File: config.mk
export PLATFORM = sky130hd
export DESIGN_NAME = sdram_cmd_arbiter_flat
export DESIGN_NICKNAME = d
export VERILOG_FILES = /design/src/rtl/sdram_cmd_arbiter_pkg.sv /design/src/rtl/sdram_cmd_arbiter_if.sv /design/src/rtl/sdram_rd_timeout.sv /design/src/rtl/sdram_cmd_arbiter.sv /design/src/flat_wrapper.sv
export SDC_FILE = /design/constraint.sdc
export NUM_CORES = 1
export LEC_CHECK = 0
export CAP_MARGIN = 20
export CORE_MARGIN = 2
export CORE_UTILIZATION = 41
export DETAILED_ROUTE_END_ITERATION = 16
export HOLD_SLACK_MARGIN = 0.05
export PLACE_DENSITY = 0.92
export SETUP_SLACK_MARGIN = 0.5
export SYNTH_ARGS = -nofsm -noshare
export SYNTH_HDL_FRONTEND = slang
export SYNTH_SLANG_ARGS = --single-unit
export TNS_END_PERCENT = 30
File: constraint.sdc
create_clock -name bb_clk -period 2.3 [get_ports bb_clk]
set_input_delay 0.345 -clock bb_clk [delete_from_list [all_inputs] [get_ports bb_clk]]
set_output_delay 0.345 -clock bb_clk [all_outputs]
set_load 0.005 [all_outputs]
File: src/rtl/sdram_cmd_arbiter_pkg.sv
// ============================================================================
// Module      : sdram_cmd_arbiter_pkg
// Description : Shared state encoding and defaults for the SDRAM command arbiter.
// Revision    : 1.0 - initial release
// ============================================================================
`default_nettype none

package sdram_cmd_arbiter_pkg;

    typedef enum logic [1:0] {
        ST_IDLE    = 2'd0,
        ST_WR_GAP  = 2'd1,
        ST_RD_WAIT = 2'd2
    } arb_state_t;

    // Matches the acquisition scheduler's burst size.
    localparam int unsigned DEFAULT_MAX_WR_STREAK = 8;
    localparam int unsigned DEFAULT_READ_TIMEOUT  = 255;
    localparam int unsigned TIMEOUT_CNT_WIDTH     = 8;

endpackage : sdram_cmd_arbiter_pkg

`default_nettype wire

File: src/rtl/sdram_cmd_arbiter_if.sv
// ============================================================================
// Module      : sdram_cmd_arbiter_if
// Description : Requester and SDRAM-controller signals seen by the arbiter.
// Revision    : 1.0 - initial release
// ============================================================================
`default_nettype none

interface sdram_cmd_arbiter_if #(
    parameter int unsigned SDRAM_ADDRESS_WIDTH = 22,
    parameter int unsigned DATA_WIDTH          = 32
);

    logic                           wr_req;
    logic [SDRAM_ADDRESS_WIDTH-2:0] wr_address;
    logic [DATA_WIDTH-1:0]          wr_data;
    logic                           wr_ack;

    logic                           rd_req;
    logic [SDRAM_ADDRESS_WIDTH-2:0] rd_address;
    logic                           rd_ack;
    logic [DATA_WIDTH-1:0]          rd_data;
    logic                           rd_valid;
    logic                           rd_error;

    logic                           cmd_ready;
    logic                           cmd_enable;
    logic                           cmd_wr;
    logic [SDRAM_ADDRESS_WIDTH-2:0] cmd_address;
    logic [DATA_WIDTH-1:0]          cmd_data_in;
    logic [DATA_WIDTH-1:0]          data_out;
    logic                           data_out_ready;

    logic                           busy;

    // Arbiter side: masters the controller command port.
    modport master (
        input  wr_req, wr_address, wr_data,
        output wr_ack,
        input  rd_req, rd_address,
        output rd_ack, rd_data, rd_valid, rd_error,
        input  cmd_ready, data_out, data_out_ready,
        output cmd_enable, cmd_wr, cmd_address, cmd_data_in,
        output busy
    );

    // Environment side: requesters plus the SDRAM controller.
    modport slave (
        output wr_req, wr_address, wr_data,
        input  wr_ack,
        output rd_req, rd_address,
        input  rd_ack, rd_data, rd_valid, rd_error,
        output cmd_ready, data_out, data_out_ready,
        input  cmd_enable, cmd_wr, cmd_address, cmd_data_in,
        input  busy
    );

endinterface : sdram_cmd_arbiter_if

`default_nettype wire

File: src/rtl/sdram_rd_timeout.sv
// ============================================================================
// Module      : sdram_rd_timeout
// Description : Load/count/expire counter bounding the wait for read data.
// Revision    : 1.0 - initial release
// ============================================================================
`default_nettype none

module sdram_rd_timeout
    import sdram_cmd_arbiter_pkg::*;
#(
    parameter int unsigned TIMEOUT = DEFAULT_READ_TIMEOUT,
    parameter int unsigned WIDTH   = TIMEOUT_CNT_WIDTH
) (
    input  wire logic bb_clk,
    input  wire logic rst_n,
    input  wire logic load_i,
    input  wire logic count_i,
    output logic      expire_o
);

    localparam logic [WIDTH-1:0] C_LAST = WIDTH'(TIMEOUT - 1);

    logic [WIDTH-1:0] cnt_q;
    logic [WIDTH-1:0] cnt_d;

    always_comb begin
        cnt_d = cnt_q;
        if (load_i) begin
            cnt_d = '0;
        end else if (count_i) begin
            cnt_d = cnt_q + WIDTH'(1);
        end
    end

    // Expires on the increment that brings the count to TIMEOUT.
    assign expire_o = count_i && (cnt_q == C_LAST);

    always_ff @(posedge bb_clk or negedge rst_n) begin
        if (!rst_n) begin
            cnt_q <= '0;
        end else begin
            cnt_q <= cnt_d;
        end
    end

endmodule : sdram_rd_timeout

`default_nettype wire

File: src/rtl/sdram_cmd_arbiter.sv
// ============================================================================
// Module      : sdram_cmd_arbiter
// Description : Arbitrates the SDRAM command port between writer and reader.
// Revision    : 1.0 - initial release
// ============================================================================
`default_nettype none

module sdram_cmd_arbiter
    import sdram_cmd_arbiter_pkg::*;
#(
    parameter int unsigned SDRAM_ADDRESS_WIDTH = 22,
    parameter int unsigned DATA_WIDTH          = 32,
    parameter int unsigned MAX_WR_STREAK       = DEFAULT_MAX_WR_STREAK,
    parameter int unsigned READ_TIMEOUT        = DEFAULT_READ_TIMEOUT
) (
    input  wire logic           bb_clk,
    input  wire logic           rst_n,
    sdram_cmd_arbiter_if.master bus
);

    localparam int unsigned AW       = SDRAM_ADDRESS_WIDTH - 1;
    localparam int unsigned STREAK_W = $clog2(MAX_WR_STREAK + 1);
    localparam logic [STREAK_W-1:0] C_STREAK_MAX = STREAK_W'(MAX_WR_STREAK);

    arb_state_t            state_q,       state_d;
    logic [STREAK_W-1:0]   streak_q,      streak_d;
    logic                  cmd_enable_q,  cmd_enable_d;
    logic                  cmd_wr_q,      cmd_wr_d;
    logic [AW-1:0]         cmd_address_q, cmd_address_d;
    logic [DATA_WIDTH-1:0] cmd_data_q,    cmd_data_d;
    logic                  wr_ack_q,      wr_ack_d;
    logic                  rd_ack_q,      rd_ack_d;
    logic [DATA_WIDTH-1:0] rd_data_q,     rd_data_d;
    logic                  rd_valid_q,    rd_valid_d;
    logic                  rd_error_q,    rd_error_d;

    logic tmo_load;
    logic tmo_count;
    logic tmo_expire;
    logic rd_wins;

    sdram_rd_timeout #(
        .TIMEOUT (READ_TIMEOUT),
        .WIDTH   (TIMEOUT_CNT_WIDTH)
    ) u_rd_timeout (
        .bb_clk   (bb_clk),
        .rst_n    (rst_n),
        .load_i   (tmo_load),
        .count_i  (tmo_count),
        .expire_o (tmo_expire)
    );

    // A pending read preempts writes once the write streak is exhausted.
    assign rd_wins = bus.rd_req && (!bus.wr_req || (streak_q >= C_STREAK_MAX));

    always_comb begin
        state_d       = state_q;
        streak_d      = streak_q;
        cmd_enable_d  = 1'b0;
        cmd_wr_d      = cmd_wr_q;
        cmd_address_d = cmd_address_q;
        cmd_data_d    = cmd_data_q;
        wr_ack_d      = 1'b0;
        rd_ack_d      = 1'b0;
        rd_data_d     = rd_data_q;
        rd_valid_d    = 1'b0;
        rd_error_d    = 1'b0;
        tmo_load      = 1'b0;
        tmo_count     = 1'b0;

        case (state_q)
            ST_IDLE: begin
                if (bus.cmd_ready) begin
                    if (rd_wins) begin
                        cmd_enable_d  = 1'b1;
                        cmd_wr_d      = 1'b0;
                        cmd_address_d = bus.rd_address;
                        rd_ack_d      = 1'b1;
                        streak_d      = '0;
                        tmo_load      = 1'b1;
                        state_d       = ST_RD_WAIT;
                    end else if (bus.wr_req) begin
                        cmd_enable_d  = 1'b1;
                        cmd_wr_d      = 1'b1;
                        cmd_address_d = bus.wr_address;
                        cmd_data_d    = bus.wr_data;
                        wr_ack_d      = 1'b1;
                        if (!bus.rd_req) begin
                            streak_d = '0;
                        end else if (streak_q < C_STREAK_MAX) begin
                            streak_d = streak_q + STREAK_W'(1);
                        end
                        state_d = ST_WR_GAP;
                    end
                end
            end
            ST_WR_GAP: begin
                state_d = ST_IDLE;
            end
            ST_RD_WAIT: begin
                // Data in the expiry cycle takes priority over the timeout.
                if (bus.data_out_ready) begin
                    rd_data_d  = bus.data_out;
                    rd_valid_d = 1'b1;
                    state_d    = ST_IDLE;
                end else begin
                    tmo_count = 1'b1;
                    if (tmo_expire) begin
                        rd_error_d = 1'b1;
                        state_d    = ST_IDLE;
                    end
                end
            end
            default: begin
                state_d = ST_IDLE;
            end
        endcase
    end

    always_ff @(posedge bb_clk or negedge rst_n) begin
        if (!rst_n) begin
            state_q       <= ST_IDLE;
            streak_q      <= '0;
            cmd_enable_q  <= 1'b0;
            cmd_wr_q      <= 1'b0;
            cmd_address_q <= '0;
            cmd_data_q    <= '0;
            wr_ack_q      <= 1'b0;
            rd_ack_q      <= 1'b0;
            rd_data_q     <= '0;
            rd_valid_q    <= 1'b0;
            rd_error_q    <= 1'b0;
        end else begin
            state_q       <= state_d;
            streak_q      <= streak_d;
            cmd_enable_q  <= cmd_enable_d;
            cmd_wr_q      <= cmd_wr_d;
            cmd_address_q <= cmd_address_d;
            cmd_data_q    <= cmd_data_d;
            wr_ack_q      <= wr_ack_d;
            rd_ack_q      <= rd_ack_d;
            rd_data_q     <= rd_data_d;
            rd_valid_q    <= rd_valid_d;
            rd_error_q    <= rd_error_d;
        end
    end

    assign bus.cmd_enable  = cmd_enable_q;
    assign bus.cmd_wr      = cmd_wr_q;
    assign bus.cmd_address = cmd_address_q;
    assign bus.cmd_data_in = cmd_data_q;
    assign bus.wr_ack      = wr_ack_q;
    assign bus.rd_ack      = rd_ack_q;
    assign bus.rd_data     = rd_data_q;
    assign bus.rd_valid    = rd_valid_q;
    assign bus.rd_error    = rd_error_q;
    assign bus.busy        = (state_q != ST_IDLE);

endmodule : sdram_cmd_arbiter

`default_nettype wire

File: src/flat_wrapper.sv
// flat-port wrapper written by rule: the top's interface ports become plain ports
module sdram_cmd_arbiter_flat import sdram_cmd_arbiter_pkg::*;
#(
    parameter int unsigned SDRAM_ADDRESS_WIDTH = 22,
    parameter int unsigned DATA_WIDTH          = 32,
    parameter int unsigned MAX_WR_STREAK       = DEFAULT_MAX_WR_STREAK,
    parameter int unsigned READ_TIMEOUT        = DEFAULT_READ_TIMEOUT
)
  (bb_clk, rst_n, bus_wr_req, bus_wr_address, bus_wr_data, bus_wr_ack, bus_rd_req, bus_rd_address, bus_rd_ack, bus_rd_data, bus_rd_valid, bus_rd_error, bus_cmd_ready, bus_data_out, bus_data_out_ready, bus_cmd_enable, bus_cmd_wr, bus_cmd_address, bus_cmd_data_in, bus_busy);
  sdram_cmd_arbiter_if #(.SDRAM_ADDRESS_WIDTH(SDRAM_ADDRESS_WIDTH), .DATA_WIDTH(DATA_WIDTH)) bus_i ();
  input  wire logic bb_clk;
  input  wire logic rst_n;
  input wire logic [$bits(bus_i.wr_req)-1:0] bus_wr_req;
  input wire logic [$bits(bus_i.wr_address)-1:0] bus_wr_address;
  input wire logic [$bits(bus_i.wr_data)-1:0] bus_wr_data;
  output wire logic [$bits(bus_i.wr_ack)-1:0] bus_wr_ack;
  input wire logic [$bits(bus_i.rd_req)-1:0] bus_rd_req;
  input wire logic [$bits(bus_i.rd_address)-1:0] bus_rd_address;
  output wire logic [$bits(bus_i.rd_ack)-1:0] bus_rd_ack;
  output wire logic [$bits(bus_i.rd_data)-1:0] bus_rd_data;
  output wire logic [$bits(bus_i.rd_valid)-1:0] bus_rd_valid;
  output wire logic [$bits(bus_i.rd_error)-1:0] bus_rd_error;
  input wire logic [$bits(bus_i.cmd_ready)-1:0] bus_cmd_ready;
  input wire logic [$bits(bus_i.data_out)-1:0] bus_data_out;
  input wire logic [$bits(bus_i.data_out_ready)-1:0] bus_data_out_ready;
  output wire logic [$bits(bus_i.cmd_enable)-1:0] bus_cmd_enable;
  output wire logic [$bits(bus_i.cmd_wr)-1:0] bus_cmd_wr;
  output wire logic [$bits(bus_i.cmd_address)-1:0] bus_cmd_address;
  output wire logic [$bits(bus_i.cmd_data_in)-1:0] bus_cmd_data_in;
  output wire logic [$bits(bus_i.busy)-1:0] bus_busy;
  assign bus_i.wr_req = bus_wr_req;
  assign bus_i.wr_address = bus_wr_address;
  assign bus_i.wr_data = bus_wr_data;
  assign bus_wr_ack = bus_i.wr_ack;
  assign bus_i.rd_req = bus_rd_req;
  assign bus_i.rd_address = bus_rd_address;
  assign bus_rd_ack = bus_i.rd_ack;
  assign bus_rd_data = bus_i.rd_data;
  assign bus_rd_valid = bus_i.rd_valid;
  assign bus_rd_error = bus_i.rd_error;
  assign bus_i.cmd_ready = bus_cmd_ready;
  assign bus_i.data_out = bus_data_out;
  assign bus_i.data_out_ready = bus_data_out_ready;
  assign bus_cmd_enable = bus_i.cmd_enable;
  assign bus_cmd_wr = bus_i.cmd_wr;
  assign bus_cmd_address = bus_i.cmd_address;
  assign bus_cmd_data_in = bus_i.cmd_data_in;
  assign bus_busy = bus_i.busy;
  sdram_cmd_arbiter #(.SDRAM_ADDRESS_WIDTH(SDRAM_ADDRESS_WIDTH), .DATA_WIDTH(DATA_WIDTH), .MAX_WR_STREAK(MAX_WR_STREAK), .READ_TIMEOUT(READ_TIMEOUT)) u_core (.bb_clk(bb_clk), .rst_n(rst_n), .bus(bus_i));
endmodule
==> results.py, run 1 <==
metrics = {
    "synth": {
        "synth_area_sq_mm": 0.004320,
        "synthFlopType": "dfrtp_1",
        "yosys_warnings": 0,
        "synth-seq-cells": 105,
        "yosys-top-cells-count": "dfrtp_1 (105), mux2_2 (64), a21oi_1 (27)",
        "ys_seq_area_frac": 0.6082,
        "syn_inst": 347,
        "yosysMostFrequentCell": "dfrtp_1",
        "synth_top_area_frac": 0.6082,
        "syn_avg_cell_area_sq_um": 12.45,
        "synth_nets": 463,
        "synth_edf_count": 0,
        "yosysTopAreaCell": "dfrtp_1",
        "async_flop_share": 1.000,
        "yosys-top-cells-area": "dfrtp_1 (61%), mux2_2 (17%), a21oi_1 (3.1%)",
        "synth_cell_types": 32,
    },
    "placement": {
        "place_congestion": 0.7879,
        "post_dp_cell_area_sq_mm": 0.006546,
        "hpwl_mm": 8.800,
        "io_buffers": 203,
        "dpl_worst_slack_ns": 0.1896,
    },
    "sta": {
        "setup_violations": 0,
        "clock_skew_ns": 0.02202,
        "maxSlewViolCount": 0,
        "fmax_mhz": 564.2,
        "rsz0062_at_grt": "true",
        "fin_ws_ns": 0.5276,
        "fin_crit_sh": 0.7706,
        "setup_tns_ns": 0,
        "report.final.hold_viol_count": 0,
        "finalCriticalPeriod_ns": 1.772,
        "worstMarginPinSlew_ns": 0.5189,
        "max_slew_margin": 0.6537,
    },
    "pwr": {
        "total_power_w": 0.005647,
        "ir_drop_mv": 0.4371,
        "power.density_mw_per_mm2": 831.0,
        "p_leak_nw": 2.789,
    },
    "grt": {
        "grt.overflow.total": 0,
        "grt_pass1_vias": 3684,
        "antenna_found_initial": 0,
        "grt_pass1_wl_mm": 18.33,
        "grt_start_max_net_pins": 39,
        "grtUsageTotal": 0.2032,
    },
    "clocking": {
        "htree_levels": 3,
        "root_buffer": "clkbuf_8",
        "numCtsBuffers": 9,
        "clock_latency_ns": 0.36,
        "clk_path_buf_depth": 2,
        "cts_tree": "built",
        "cts.clk_slew.worst_paths_ns": 0.11,
        "clock-sinks": 105,
    },
    "final_layout": {
        "ff_latch_area_sq_mm": 0.002628,
        "multiInputGateArea_sq_mm": 0.001573,
        "nets": 667,
        "area_delta_synth_final_pct": 57.28,
        "fin_util": 0.6612,
        "antenna-diode-count": 0,
        "fillers": 789,
        "design_area_sq_mm": 0.006795,
        "layout-drive-gt1-share": 0.1817,
    },
    "min_path": {
        "min_path_type": "in2async",
    },
    "critical_path": {
        "setup.worst_path.class": "reg2reg",
        "crit_path_max_fanout": 27,
        "arrival_ns": 2.01,
        "r2r_slack_ns": 0.53,
        "required_ns": 2.54,
        "endpoint_kind": "register",
        "critPathLaunchType": "register",
    },
    "drt": {
        "ant_nets": 0,
        "drtIter0Drc": 111,
        "first_pass_iters": 4,
        "wl_per_cell_microns": 17.08,
        "wirelength_mm": 11.82,
        "via_count": 3574,
        "drc_errors": 0,
        "via_per_inst": 5.165,
    },
    "floorplan": {
        "die_area_sq_mm": 0.01137,
        "ios": 204,
        "die_x_microns": 106.7,
        "die_h_microns": 106.7,
        "design.core.area_sq_mm": 0.01028,
        "start_util": 0.4204,
        "num_rows": 37,
    },
    "outcome": {
        "status": "finished clean",
    },
    "flow_run": {
        "cap_violations": 0,
    },
}
-- worst paths after layout --
path                       cells after the start                          to              start
setup / recovery                               5  u_core.bus.cmd_data_in[18]  u_core.state_q[1]
hold / removal                                 2  u_core.bus.cmd_data_in[11]              rst_n
setup reg to reg                               5  u_core.bus.cmd_data_in[18]  u_core.state_q[1]
hold reg to reg                                1           u_core.bus.cmd_wr  u_core.bus.cmd_wr
max in group asynchronous                      3  u_core.bus.cmd_data_in[26]              rst_n
min in group bb_clk                            1           u_core.bus.cmd_wr  u_core.bus.cmd_wr
-- report_power, final --
part	leakage [nW]	total, W	switching, W	internal (W)
sequential	1.27	0.00259	0.000266	0.00232
clock	0.0950	0.00116	0.000639	0.000518
combinational	1.43	0.00190	0.000598	0.00131
total	2.79	0.00565	0.00150	0.00414
-- flip-flops by register name, summed over array words and instances, names as in the netlist, 2 cells and up --
signal,cells
u_core.u_rd_timeout.cnt_q,8
u_core.state_q,2
u_core.bus.cmd_data_in,32
u_core.bus.rd_data,32
u_core.bus.cmd_address,21
u_core.streak_q,4
-- layout make-up --
class,count,area share
repair buffers,219,0.3228
clock inverters,6,0.01086
well taps,136,0.02504
inverters,8,0.004419
clock buffers,10,0.01878
flip-flops and latches,105,0.3867
multi-input cells,208,0.2314
-- routing by layer --
| metal | share of wire | GRT usage | up-vias |
|---|---|---|---|
| li1 | - | - | 1659 |
| met1 | 0.39 | 0.2340 | 1722 |
| met2 | 0.51 | 0.3685 | 170 |
| met3 | 0.075 | 0.04863 | 23 |
| met4 | 0.025 | 0.07050 | 0 |
| met5 | 0 | 0 | - |
-- what timing repair did --
item,CTS,global route
cloned,0,1
hold buffers,1,0
buffers inserted,2,0
resized for setup,1,6
endpoints found under the hold margin,35,0
endpoints found under the setup margin,1,48
-- layout by cell type (no fill, tap or decap), drive strengths merged --
cell type / netlist / routed
nor2b: 1 / 1
ha: 4 / 4
nand4: 3 / 3
o2bb2ai: 1 / 1
nand3b: 1 / 1
dlygate4sd2: 0 / 1
bufinv: 0 / 1
o311ai: 1 / 1
clkinvlp: 0 / 2
nand3: 25 / 25
and3: 4 / 4
nand4bb: 1 / 1
inv: 8 / 10
nand2: 7 / 7
a21o: 1 / 1
or3b: 1 / 1
nor2: 1 / 1
mux2i: 1 / 1
nor3b: 1 / 1
dfrtp: 105 / 105
o22ai: 1 / 1
dlygate4sd3: 0 / 1
o21bai: 1 / 1
a31oi: 21 / 21
clkdlybuf4s50: 0 / 201
a21oi: 27 / 27
buf: 8 / 16
clkbuf: 18 / 10
or4: 3 / 3
o21ai: 26 / 26
or3: 2 / 2
o31ai: 3 / 3
nand2b: 4 / 4
or2: 2 / 2
clkinv: 0 / 1
mux2: 64 / 64
nor3: 1 / 1
-- cells by family (layout without fill, tap and decap cells) --
group                    after synthesis  after routing  synth area share
adder cells (fa/ha/maj)                4              4           0.01158
AO/OA/AOI/OAI                         82             82            0.1060
flip-flops                           105            105            0.6082
buffers and inverters                 34            243           0.03156
multiplexers                          65             65            0.1691
AND/OR/NAND/NOR                       57             57           0.07356
-- critical path, stage by stage (launching register included) --
cell     delay [ns]
dfrtp_1        0.40
buf_4          0.16
nor3b_4        0.26
and3_2         0.27
buf_12         0.19
mux2_2         0.36
-- stage by stage --
stage,std cells,hold slack [ns]
after global placement,672,0.3304
after global routing,692,0.5167
after detailed placement,672,0.3345
after CTS,691,0.4679
final,692,0.4835
after floorplan,347,0.04941
Power figures use the tool's default switching activity.
==> inputs of run 2 (changes only) <==
--- a/config.mk
+++ b/config.mk
@@ -7,10 +7,10 @@
 export LEC_CHECK = 0
 export CAP_MARGIN = 20
 export CORE_MARGIN = 2
-export CORE_UTILIZATION = 41
+export CORE_UTILIZATION = 37
 export DETAILED_ROUTE_END_ITERATION = 16
 export HOLD_SLACK_MARGIN = 0.05
-export PLACE_DENSITY = 0.92
+export PLACE_DENSITY = 0.88
 export SETUP_SLACK_MARGIN = 0.5
 export SYNTH_ARGS = -nofsm -noshare
 export SYNTH_HDL_FRONTEND = slang
==> constraint.sdc (replaced) <==
create_clock -name bb_clk -period 1.6 [get_ports bb_clk]
set_input_delay 0.24 -clock bb_clk [delete_from_list [all_inputs] [get_ports bb_clk]]
set_output_delay 0.24 -clock bb_clk [all_outputs]
set_load 0.005 [all_outputs]
==> results.py, run 2 (synthesis gave the netlist of run 1 again) <==
metrics = {
    "sta": {
        "rsz0062_at_grt": "true",
        "fmax_mhz": 595.4,
        "maxSlewViolCount": 0,
        "worstMarginPinSlew_ns": 0.4280,
        "fin_crit_sh": 1.050,
        "clock_skew_ns": 0.008469,
        "setup_tns_ns": -1.435,
        "fin_ws_ns": -0.07952,
        "finalCriticalPeriod_ns": 1.680,
        "max_slew_margin": 0.7122,
        "report.final.hold_viol_count": 0,
        "setup_violations": 48,
    },
    "placement": {
        "hpwl_mm": 8.674,
        "post_dp_cell_area_sq_mm": 0.006710,
        "dpl_worst_slack_ns": -0.2558,
        "io_buffers": 203,
        "place_congestion": 0.7953,
    },
    "drt": {
        "wl_per_cell_microns": 18.58,
        "via_per_inst": 5.233,
        "first_pass_iters": 4,
        "drc_errors": 0,
        "wirelength_mm": 13.57,
        "via_count": 3820,
        "drtIter0Drc": 197,
        "ant_nets": 0,
    },
    "grt": {
        "grt.overflow.total": 0,
        "grt_pass1_vias": 3959,
        "grt_start_max_net_pins": 61,
        "grt_pass1_wl_mm": 20.33,
        "grtUsageTotal": 0.2050,
        "antenna_found_initial": 0,
    },
    "clocking": {
        "clock_latency_ns": 0.35,
        "cts_tree": "built",
        "numCtsBuffers": 9,
        "htree_levels": 3,
        "root_buffer": "clkbuf_16",
        "cts.clk_slew.worst_paths_ns": 0.07,
        "clock-sinks": 105,
        "clk_path_buf_depth": 2,
    },
    "pwr": {
        "total_power_w": 0.008576,
        "p_leak_nw": 3.358,
        "ir_drop_mv": 0.9379,
        "power.density_mw_per_mm2": 1162,
    },
    "critical_path": {
        "max_stage_delay_ns": 0.41,
        "required_ns": 1.82,
        "critPathSlowestCell": "dfrtp_1",
        "endpoint_kind": "register",
        "setup.worst_path.class": "reg2reg",
        "crit_path_max_fanout": 6,
        "arrival_ns": 1.90,
        "crit_chain": "buf_6 -> or3b_4 -> buf_4 -> o31ai_1 -> a21oi_2",
        "critPathLaunchType": "register",
        "path_delay_family": "compound AO/OA/AOI/OAI gates",
        "critPathBufInv": 2,
    },
    "floorplan": {
        "die_x_microns": 112.1,
        "num_rows": 39,
        "design.core.area_sq_mm": 0.01142,
        "die_h_microns": 112.1,
        "ios": 204,
        "start_util": 0.3784,
        "die_area_sq_mm": 0.01256,
    },
    "final_layout": {
        "most-common-layout-cells": "clkdlybuf4s50_1 (110), dfrtp_1 (105), buf_2 (91)",
        "design_area_sq_mm": 0.007380,
        "nets": 699,
        "area_delta_synth_final_pct": 70.81,
        "layout-drive-gt1-share": 0.4412,
        "final_common_cell": "clkdlybuf4s50_1",
        "antenna-diode-count": 0,
        "fin_util": 0.6463,
    },
    "flow_run": {
        "cap_violations": 0,
    },
    "outcome": {
        "status": "finished, violations left",
        "failed_checks": "negative setup slack",
    },
    "min_path": {
        "min_path_type": "in2async",
    },
}
==> run 2: changes by cell type in the layout (fill, tap and decap cells not counted), sizes merged, moves of 2 or more <==
cell,previous run,this run
clkbuf,10,13
buf,16,139
inv,10,8
clkdlybuf4s50,201,110
==> run 2: routing by layer <==
metal	routed length (microns)	up-vias	GRT usage
met5	0	-	0
met4	261	0	0.06667
met3	1042	22	0.07235
met2	7042	173	0.3677
met1	5221	1896	0.2282
li1	-	1729	-
==> run 2: final timing paths <==
kind                                    startpoint                            to  slack, ns  depth (start not counted)
max in group asynchronous                    rst_n    u_core.bus.cmd_address[17]       0.63                          3
worst min register to register   u_core.bus.cmd_wr             u_core.bus.cmd_wr       0.49                          1
worst min-delay path                         rst_n        u_core.bus.rd_data[24]       0.35                          2
min in group bb_clk             bus_rd_address[11]    u_core.bus.cmd_address[11]       0.47                          3
worst max register to register   u_core.state_q[0]  u_core.u_rd_timeout.cnt_q[7]      -0.08                          5
worst max-delay path             u_core.state_q[0]  u_core.u_rd_timeout.cnt_q[7]      -0.08                          5
==> run 2: layout make-up <==
class	count	area [sq um]
fillers	865	4039
well taps	143	178.9
clock inverters	3	17.52
flip-flops and latches	105	2628
inverters	8	32.53
clock buffers	12	246.5
multi-input cells	208	2068
repair buffers	251	2208
==> run 2: worst reg2reg max path, stage by stage, from the launching register on <==
cell and delay, ns:
dfrtp_1 0.41, buf_6 0.14, or3b_4 0.40, buf_4 0.18, o31ai_1 0.34, a21oi_2 0.09
==> run 2: per-stage QoR <==
step                cells  hold slack [ns]
floorplan             347         -0.05559
global placement      689           0.1427
detailed placement    689           0.1525
CTS                   724           0.3416
global route          730           0.3710
finish                730           0.3482
==> run 2: report_power, final <==
group          switching (W)  internal [W]  total [W]
clock network       0.000921       0.00108    0.00201
logic                0.00107       0.00175    0.00282
registers           0.000409       0.00334    0.00375
==> run 2: what timing repair did <==
item                                    CTS  global route
setup buffers                            14             4
endpoints found under the setup margin  196           194
gates resized for setup                 440            41
pin swaps                                 9             5
hold buffers                              1             0
endpoints found under the hold margin    20             0
cloned                                    5             2
==> inputs of run 3 (changes only) <==
--- a/config.mk
+++ b/config.mk
@@ -6,11 +6,13 @@
 export NUM_CORES = 1
 export LEC_CHECK = 0
 export CAP_MARGIN = 20
+export CELL_PAD_IN_SITES_DETAIL_PLACEMENT = 1
+export CELL_PAD_IN_SITES_GLOBAL_PLACEMENT = 2
 export CORE_MARGIN = 2
-export CORE_UTILIZATION = 37
+export CORE_UTILIZATION = 22
 export DETAILED_ROUTE_END_ITERATION = 16
 export HOLD_SLACK_MARGIN = 0.05
-export PLACE_DENSITY = 0.88
+export PLACE_DENSITY = 0.87
 export SETUP_SLACK_MARGIN = 0.5
 export SYNTH_ARGS = -nofsm -noshare
 export SYNTH_HDL_FRONTEND = slang
==> results.py, run 3 (synthesis gave the netlist of run 1 again) <==
metrics = {
    "floorplan": {
        "start_util": 0.2235,
        "ios": 204,
        "die_area_sq_mm": 0.02077,
        "die_h_microns": 144.1,
        "die_x_microns": 144.1,
        "design.core.area_sq_mm": 0.01933,
        "num_rows": 51,
    },
    "sta": {
        "rsz0062_at_grt": "true",
        "setup_tns_ns": -0.4540,
        "maxSlewViolCount": 0,
        "fin_crit_sh": 1.048,
        "setup_violations": 22,
        "finalCriticalPeriod_ns": 1.677,
        "report.final.hold_viol_count": 0,
        "fin_ws_ns": -0.07702,
        "max_slew_margin": 0.7512,
        "fmax_mhz": 596.3,
        "whs_ns": 0.3340,
        "worstMarginPinSlew_ns": 0.3694,
        "clock_skew_ns": 0.007455,
    },
    "pwr": {
        "seqPwrFrac": 0.418,
        "switching_share": 0.2885,
        "p_leak_nw": 3.433,
        "power_frac_clock": 0.247,
        "switchingPower_w": 0.002612,
        "total_power_w": 0.009054,
        "combPwrFrac": 0.336,
        "ir_drop_mv": 0.3924,
        "internal-power_w": 0.006442,
        "power.density_mw_per_mm2": 1155,
    },
    "critical_path": {
        "setup.worst_path.class": "reg2reg",
        "endpoint_kind": "register",
        "required_ns": 1.88,
        "arrival_ns": 1.95,
        "reg2regPathDepth": 4,
        "critPathLaunchType": "register",
        "crit_path_max_fanout": 4,
    },
    "placement": {
        "place_congestion": 0.7864,
        "hpwl_mm": 10.25,
        "io_buffers": 203,
        "post_dp_cell_area_sq_mm": 0.006842,
    },
    "final_layout": {
        "antenna-diode-count": 0,
        "final_common_cell": "clkdlybuf4s50_1",
        "design_area_sq_mm": 0.007838,
        "most-common-layout-cells": "clkdlybuf4s50_1 (110), dfrtp_1 (105), buf_2 (88)",
        "area_delta_synth_final_pct": 81.41,
        "fin_util": 0.4054,
        "nets": 697,
        "layout-drive-gt1-share": 0.4573,
    },
    "clocking": {
        "cts_tree": "built",
        "clock-sinks": 105,
        "htree_levels": 3,
        "clk_path_buf_depth": 2,
        "clock_latency_ns": 0.34,
        "cts.clk_slew.worst_paths_ns": 0.08,
        "root_buffer": "clkbuf_16",
        "numCtsBuffers": 9,
    },
    "drt": {
        "via_count": 3811,
        "drc_errors": 0,
        "drtIter0Drc": 92,
        "ant_nets": 0,
        "via_per_inst": 4.478,
        "wl_per_cell_microns": 18.88,
        "wirelength_mm": 16.07,
        "first_pass_iters": 4,
    },
    "flow_run": {
        "cap_violations": 0,
    },
    "grt": {
        "grt_start_max_net_pins": 49,
        "grt.overflow.total": 0,
        "grt_pass1_wl_mm": 23.65,
        "grt_pass1_vias": 4214,
        "antenna_found_initial": 0,
        "grtUsageTotal": 0.1478,
    },
    "outcome": {
        "status": "finished, violations left",
        "failed_checks": "negative setup slack",
    },
    "min_path": {
        "min_path_type": "in2async",
    },
}
==> run 3: changes by cell type in the layout (fill, tap and decap cells not counted), sizes merged <==
cell / previous run / this run
buf: 139 / 136
inv: 8 / 9
clkbuf: 13 / 12
bufinv: 0 / 1
clkinvlp: 1 / 2
==> run 3: what timing repair did <==
action / 4_1_cts / 5_1_grt
gates resized for setup: 478 / 48
setup buffers: 14 / 2
gates cloned: 8 / 1
hold endpoints to repair: 18 / 0
pin swaps: 8 / 8
setup endpoints to repair: 196 / 196
hold buffers: 1 / 0
==> run 3: cell type report <==
type / count / area, sq um
Fill cell: 2046 / 11500
Sequential cell: 105 / 2628
Timing Repair Buffer: 249 / 2327
Multi-Input combinational cell: 208 / 2217
Tap cell: 265 / 331.6
Clock buffer: 10 / 229.0
Clock inverter: 6 / 67.56
Inverter: 8 / 37.54
==> run 3: critical path: stages (launching register included) <==
cell and delay [ns]:
dfrtp_1 0.42, buf_6 0.14, or3b_4 0.39, or4_4 0.53, a21oi_2 0.14
==> run 3: worst paths after layout <==
check / startpoint / endpoint / slack, ns
max: u_core.state_q[0] / u_core.u_rd_timeout.cnt_q[7] / -0.08
min: rst_n / u_core.bus.cmd_data_in[8] / 0.33
max reg2reg: u_core.state_q[0] / u_core.u_rd_timeout.cnt_q[7] / -0.08
min reg2reg: u_core.bus.cmd_data_in[16] / u_core.bus.cmd_data_in[16] / 0.51
max in group asynchronous: rst_n / u_core.bus.cmd_data_in[13] / 0.70
min in group bb_clk: bus_wr_address[16] / u_core.bus.cmd_address[16] / 0.48
==> run 3: per-layer routing <==
layer  GRT usage  vias up  share of wire
met2      0.2612      164           0.50
li1            -     1727              -
met3     0.03642       13          0.076
met5           0        -              0
met4     0.04139        0          0.011
met1      0.1795     1907           0.41
==> run 3: power by group through the flow <==
stage	Combinational [W]	Clock [W]	Sequential, W
detailed placement	0.00286	0	0.00380
CTS	0.00283	0.00232	0.00376
finish	0.00304	0.00223	0.00378
global route	0.00327	0.00241	0.00386
global placement	0.00278	0	0.00374
floorplan	0.000851	0	0.00378
==> run 3: through the flow <==
step / cells / setup WS (ns)
after floorplan: 347 / 0.1474
after global placement: 809 / -0.2560
after detailed placement: 809 / -0.3423
after CTS: 848 / -0.03867
after global routing: 851 / -0.1233
final: 851 / -0.07702
